--- src/rtl/branch_resolve_unit.sv ---
// -----------------------------------------------------------------------------
// branch_resolve_unit
//   EX-stage branch resolution and dynamic branch predictor for the RV32 pipe.
//   A resolved branch is compared with the prediction IF made for it. The
//   2-bit result code, the redirect pulse and the redirect PC are registered,
//   so IF sees them one cycle after capture. The block also holds a
//   direct-mapped branch table (valid, tag, target, 2-bit counter). IF looks
//   the table up combinationally. Saturating statistics counters record
//   resolved branches and mispredicts.
//
// Ports
//   clk, rst_n        clock (rising edge), asynchronous active-low reset
//   if_pc             fetch PC looked up in the table
//   if_pred_taken     hit && counter MSB
//   if_pred_target    table target on a hit, otherwise if_pc+4
//   ex_valid          resolved branch/jump present in EX
//   ex_pc             PC of the resolved instruction
//   ex_predicted      taken prediction carried down from IF
//   ex_pc_pre         target prediction carried down from IF
//   ex_taken          actual outcome
//   ex_pc_alu         actual target from the ALU
//   bht_clear         invalidates every table entry on the next edge
//   result            00 wrong target, 01 correct, 10 go PC+4, 11 go PC_ALU
//   redirect          one-cycle pulse on a mispredict
//   redirect_pc       fetch address that goes with redirect
//   stat_branches     saturating count of resolved branches
//   stat_mispredicts  saturating count of redirects
// -----------------------------------------------------------------------------
module branch_resolve_unit #(
  parameter int WIDTH_DATA_LENGTH = 32,
  parameter int BHT_ENTRIES       = 16,
  parameter int IDX_LSB           = 2,
  parameter int STAT_WIDTH        = 16
) (
  input  logic                         clk,
  input  logic                         rst_n,
  input  logic [WIDTH_DATA_LENGTH-1:0] if_pc,
  output logic                         if_pred_taken,
  output logic [WIDTH_DATA_LENGTH-1:0] if_pred_target,
  input  logic                         ex_valid,
  input  logic [WIDTH_DATA_LENGTH-1:0] ex_pc,
  input  logic                         ex_predicted,
  input  logic [WIDTH_DATA_LENGTH-1:0] ex_pc_pre,
  input  logic                         ex_taken,
  input  logic [WIDTH_DATA_LENGTH-1:0] ex_pc_alu,
  input  logic                         bht_clear,
  output logic [1:0]                   result,
  output logic                         redirect,
  output logic [WIDTH_DATA_LENGTH-1:0] redirect_pc,
  output logic [STAT_WIDTH-1:0]        stat_branches,
  output logic [STAT_WIDTH-1:0]        stat_mispredicts
);

  localparam int W        = WIDTH_DATA_LENGTH;
  localparam int IDX_BITS = $clog2(BHT_ENTRIES);
  localparam int TAG_LSB  = IDX_LSB + IDX_BITS;
  localparam int TAG_BITS = W - TAG_LSB;

  localparam logic [1:0]            CODE_WRONG_TGT = 2'b00;
  localparam logic [1:0]            CODE_CORRECT   = 2'b01;
  localparam logic [1:0]            CODE_GO_SEQ    = 2'b10;
  localparam logic [1:0]            CODE_GO_ALU    = 2'b11;
  localparam logic [STAT_WIDTH-1:0] STAT_MAX       = '1;

  logic                valid_q  [BHT_ENTRIES];
  logic [TAG_BITS-1:0] tag_q    [BHT_ENTRIES];
  logic [W-1:0]        target_q [BHT_ENTRIES];
  logic [1:0]          cnt_q    [BHT_ENTRIES];

  logic [IDX_BITS-1:0] if_idx, ex_idx;
  logic [TAG_BITS-1:0] if_tag, ex_tag;
  logic                if_hit, ex_hit;
  logic [1:0]          code;
  logic [W-1:0]        next_redirect_pc;

  // The low PC bits below the index are always zero for word-aligned code,
  // so the table never looks at them.
  logic unused_pc_bits;
  assign unused_pc_bits = ^{if_pc[IDX_LSB-1:0], ex_pc[IDX_LSB-1:0]};

  assign if_idx = if_pc[TAG_LSB-1:IDX_LSB];
  assign if_tag = if_pc[W-1:TAG_LSB];
  assign ex_idx = ex_pc[TAG_LSB-1:IDX_LSB];
  assign ex_tag = ex_pc[W-1:TAG_LSB];

  // The lookup reads the registered table. An update to the same entry in
  // this cycle is therefore not visible until the next cycle.
  assign if_hit         = valid_q[if_idx] && (tag_q[if_idx] == if_tag);
  assign ex_hit         = valid_q[ex_idx] && (tag_q[ex_idx] == ex_tag);
  assign if_pred_taken  = if_hit && cnt_q[if_idx][1];
  assign if_pred_target = if_hit ? target_q[if_idx] : (if_pc + W'(4));

  // Result classification.
  // When the branch was predicted taken and is actually taken, only the
  // target decides whether the fetch was right.
  always_comb begin
    code = CODE_CORRECT;
    unique case ({ex_taken, ex_predicted})
      2'b00:   code = CODE_CORRECT;
      2'b01:   code = CODE_GO_SEQ;
      2'b10:   code = CODE_GO_ALU;
      default: code = (ex_pc_pre != ex_pc_alu) ? CODE_WRONG_TGT : CODE_CORRECT;
    endcase
  end

  assign next_redirect_pc = (code == CODE_GO_SEQ) ? (ex_pc + W'(4)) : ex_pc_alu;

  // Registered result and redirect.
  // The redirect pulse lasts one cycle. Its result code and PC stay on the
  // outputs until the next resolved branch replaces them.
  always_ff @(posedge clk or negedge rst_n) begin
    if (!rst_n) begin
      result      <= CODE_CORRECT;
      redirect    <= 1'b0;
      redirect_pc <= '0;
    end else if (ex_valid) begin
      result      <= code;
      redirect    <= (code != CODE_CORRECT);
      redirect_pc <= next_redirect_pc;
    end else begin
      redirect    <= 1'b0;
    end
  end

  // Statistics counters saturate at all-ones and never wrap.
  always_ff @(posedge clk or negedge rst_n) begin
    if (!rst_n) begin
      stat_branches    <= '0;
      stat_mispredicts <= '0;
    end else if (ex_valid) begin
      if (stat_branches != STAT_MAX)
        stat_branches <= stat_branches + 1'b1;
      if ((code != CODE_CORRECT) && (stat_mispredicts != STAT_MAX))
        stat_mispredicts <= stat_mispredicts + 1'b1;
    end
  end

  // Branch table.
  // bht_clear takes priority over a training update in the same cycle. A
  // not-taken branch that misses leaves the table alone, so it does not
  // evict a useful entry.
  always_ff @(posedge clk or negedge rst_n) begin
    if (!rst_n) begin
      for (int i = 0; i < BHT_ENTRIES; i++) begin
        valid_q[i]  <= 1'b0;
        tag_q[i]    <= '0;
        target_q[i] <= '0;
        cnt_q[i]    <= 2'b01;
      end
    end else if (bht_clear) begin
      for (int i = 0; i < BHT_ENTRIES; i++) begin
        valid_q[i] <= 1'b0;
        cnt_q[i]   <= 2'b01;
      end
    end else if (ex_valid) begin
      if (ex_taken) begin
        if (ex_hit) begin
          if (cnt_q[ex_idx] != 2'b11)
            cnt_q[ex_idx] <= cnt_q[ex_idx] + 2'b01;
          target_q[ex_idx] <= ex_pc_alu;
        end else begin
          valid_q[ex_idx]  <= 1'b1;
          tag_q[ex_idx]    <= ex_tag;
          target_q[ex_idx] <= ex_pc_alu;
          cnt_q[ex_idx]    <= 2'b10;
        end
      end else if (ex_hit && (cnt_q[ex_idx] != 2'b00)) begin
        cnt_q[ex_idx] <= cnt_q[ex_idx] - 2'b01;
      end
    end
  end

endmodule

--- config.mk ---
export PLATFORM = sky130hd
export DESIGN_NAME = branch_resolve_unit
export DESIGN_NICKNAME = d
export VERILOG_FILES = /design/src/rtl/branch_resolve_unit.sv
export SDC_FILE = /design/constraint.sdc
export NUM_CORES = 2
export LEC_CHECK = 0
export ABC_CLOCK_PERIOD_IN_PS = 7550
export BUFFER_PORTS_ARGS = -buffer_cell sky130_fd_sc_hd__buf_4
export CAP_MARGIN = 20
export CORE_ASPECT_RATIO = 1.25
export CORE_MARGIN = 2
export CORE_UTILIZATION = 65
export CTS_CLUSTER_DIAMETER = 100
export DETAILED_ROUTE_END_ITERATION = 12
export GPL_TIMING_DRIVEN = 0
export HOLD_SLACK_MARGIN = 0.08
export PLACE_DENSITY = 0.83
export SLEW_MARGIN = 25
export SYNTH_ARGS = -nofsm -noshare
export SYNTH_HDL_FRONTEND = slang
export SYNTH_SLANG_ARGS = --single-unit
--- constraint.sdc ---
create_clock -name clk -period 7.55 [get_ports clk]
set_clock_uncertainty 0.2 [all_clocks]
set_input_delay 1.1325 -clock clk [delete_from_list [all_inputs] [get_ports clk]]
set_output_delay 1.1325 -clock clk [all_outputs]
set_load 0.01 [all_outputs]
==> metrics.txt <==
outcome=finished with violations; failing checks=setup timing; DRT Wirelength=180 mm; CTS max path bufs=3; Net count, final=4138; worst skew pair latency=700 ps; clock-pin slew on the worst setup and hold paths=60 ps; worst-case vdd ir drop=0.000253 V; Synth async-reset ratio=1.00; critical path capture point=if_pred_target[5]; Min Hold Slack=between 100 and 150 ps; DR pass1 iterations=8; core box area=81700 um^2; sw frac=0.272; main combinational cell family by area after synthesis=multiplexers; worst r2r dst=tag_q[70]$_DFFE_PN0P_; Comb power frac=0.174; total of max-cap violations=0; vias=around 37000; Hold Fails Final Rpt=0; post-synthesis xor/xnor area fraction=0.0275; CTS Hold Bufs=0; Tmin final=7590 ps; CP required=6220 ps; initial antenna violation count=9; Syn Inst Count=3684; crit start category=input pin; Clk pwr share=0.371; Power Density=248 nW/um^2; worst reg2reg path depth=10; unrepaired setup endpoints after global routing=false; largest area contributor in the netlist=dfrtp_1; initial core utilization=0.658; Net Switching=4.08 mW; yosys warns=0; final worst-path cycle share=1.01; Simple-Gate Fraction of Synth Area=0.0407; sequential power share=0.454; Synth Cell Area=53800 um^2; Iter 0 DRT Violations=about 4600; Site Rows=117; ys flop type=dfrtp_1; Slew HR=0.201; mux share of post-synthesis cell area=0.386; pre-CTS worst setup slack=-912 ps; Crit Path Class=input pin to output port; routed length per placed instance=34.9 um; syn_area_per_cell=14.6 um^2; CTS Sinks=between 1000 and 1500; Placer Congestion=slightly above 1; CP arrival=roughly 6300 ps; FF+latch count, synth=1043; number of global-route vias before repair=~38000; Yosys cell types=71; Crit Path Max Fanout=10; PortBufs=between 150 and 200; io pins=between 200 and 250; ratio of cells with drive above 1 in the final layout=0.468; htree depth=3; fin worst setup slack=-38.1 ps; first-pass GRT wire length=261 mm; TritonCTS buffer count=between 100 and 150; Residual DRC=0; Synth top area share=0.477; leakage power=~27 nW; area growth from synthesis to layout=12.6%; sequential area share after synthesis=0.486; Die Span Y=around 330 um; Post-synth top cells=dfrtp_1, mux2_2, mux4_2; fin. max-slew vios=0; complex-gate fraction of the synthesized area=0.0232; Synth Area in Adders=0.00302; Die Wd=between 200 and 300 um; reg-to-reg slack, setup=3120 ps; reg2reg start=tag_q[320]$_DFFE_PN0P_; Worst Setup End Kind=output port; final antenna-violating net count=0; number of synthesized flops with an enable pin=0; CTS tree=built; # setup viols final=3; Synth Net Count=~3800; final core occ=0.741; Via density=about 7.2; DP Wirelength=about 120 mm; root buf cell=clkbuf_16; largest net degree at the start of global routing=140; crit path launch=if_pc[3]; worst slew pin tran=between 1000 and 1500 ps; gr usage total=0.432; Die ar.=85100 um^2; internal power=10.9 mW; largest cells by area after synthesis=dfrtp_1, mux2_2, mux4_2; Worst Hold Class=input pin to asynchronous set/reset pin; most common cell in the netlist=dfrtp_1; Fmax=132 MHz; total grt overflow=0
logic make-up after synthesis:
family,after synthesis
buf+inv,402
fa+ha+maj,13
compound gates,191
mux,1457
simple gates,409
flops,1043
xor+xnor,169
area by class of cell:
class | instances | area (um^2)
clock inverter | 45 | 659
fill | 5081 | 21200
buffer | 355 | 1690
tap | 1071 | 1340
inverter | 47 | 179
clock buffer | 146 | 2980
antenna | 4 | 10.0
multi-input combinational | 2239 | 25800
sequential | 1043 | 26100
timing repair buffer | 203 | 1710
timing repair:
item | CTS | global route
buffers inserted | 2 | 0
setup endpoints to repair | 32 | 1
gates resized for setup | 2 | 3
per-layer routing:
| layer | vias to the layer above | global-route usage | share of wire |
|---|---|---|---|
| met5 | - | 0 | 0.00029 |
| met4 | 8 | 0.324 | 0.090 |
| met3 | 834 | 0.133 | 0.12 |
| met2 | 2528 | 0.645 | 0.46 |
| met1 | 19189 | 0.529 | 0.34 |
| li1 | 14385 | - | - |
stage by stage:
step | power, mW | instance area (um^2) | std cells | setup TNS [ps]
after floorplan | 8.39 | 53800 | 3684 | 0
after global placement | 9.27 | 56600 | 4946 | -7192850
after detailed placement | 9.41 | 56800 | 4956 | -21760
after CTS | 14.9 | 60500 | 5149 | 0
after global routing | 15.4 | 60500 | 5151 | 0
final | 15.0 | 60500 | 5153 | -88.8
sequential cells by signal, indices dropped and copies added (netlist names):
| register | cells |
|---|---|
| cnt_q | 32 |
| redirect | 1 |
| redirect_pc | 32 |
| result | 2 |
| stat_branches | 16 |
| stat_mispredicts | 16 |
| tag_q | 416 |
| target_q | 512 |
| valid_q | 16 |
worst max-delay path, stage by stage:
cell and delay (ps):
buf_4 120, clkbuf_1 290, clkbuf_2 490, clkbuf_2 530, clkbuf_1 630, clkbuf_1 710, clkbuf_1 700, mux4_2 460
mux4_2 540, nor2_1 270, a21oi_1 130, buf_4 200
power groups by stage:
stage	Sequential, mW	Combinational (mW)	Clock (mW)
global route	6.88	2.73	5.80
CTS	6.78	2.57	5.56
detailed placement	6.87	2.54	0
finish	6.81	2.61	5.57
floorplan	6.73	1.67	0
global placement	6.82	2.46	0
worst min path at each step:
stage,cells past startpoint,to,start
after floorplan,1,target_q[416]$_DFFE_PN0P_,target_q[416]$_DFFE_PN0P_
after global placement,1,stat_branches[10]$_DFFE_PN0P_,stat_branches[10]$_DFFE_PN0P_
after detailed placement,1,stat_mispredicts[5]$_DFFE_PN0P_,stat_mispredicts[5]$_DFFE_PN0P_
after CTS,1,tag_q[228]$_DFFE_PN0P_,rst_n
after global routing,1,tag_q[20]$_DFFE_PN0P_,rst_n
final,1,tag_q[20]$_DFFE_PN0P_,rst_n
cell usage in the layout, fill, tap and decap left out, types with 22 or more instances in the layout:
| master | netlist | layout |
|---|---|---|
| buf_2 | 30 | 40 |
| and2_1 | 28 | 28 |
| buf_4 | 33 | 226 |
| clkbuf_1 | 207 | 211 |
| nor2_1 | 119 | 118 |
| mux2_2 | 975 | 975 |
| o21ai_0 | 33 | 32 |
| clkbuf_8 | 0 | 22 |
| nand2_1 | 81 | 81 |
| buf_1 | 64 | 49 |
| a21oi_1 | 62 | 62 |
| nand4_1 | 36 | 36 |
| xnor2_1 | 77 | 77 |
| nand3_1 | 38 | 38 |
| xor2_1 | 92 | 92 |
| clkbuf_16 | 0 | 104 |
| mux2i_1 | 87 | 87 |
| inv_1 | 45 | 45 |
| dfrtp_1 | 1026 | 1026 |
| and3_1 | 29 | 29 |
| mux4_2 | 395 | 395 |
Power figures use the tool's default switching activity.
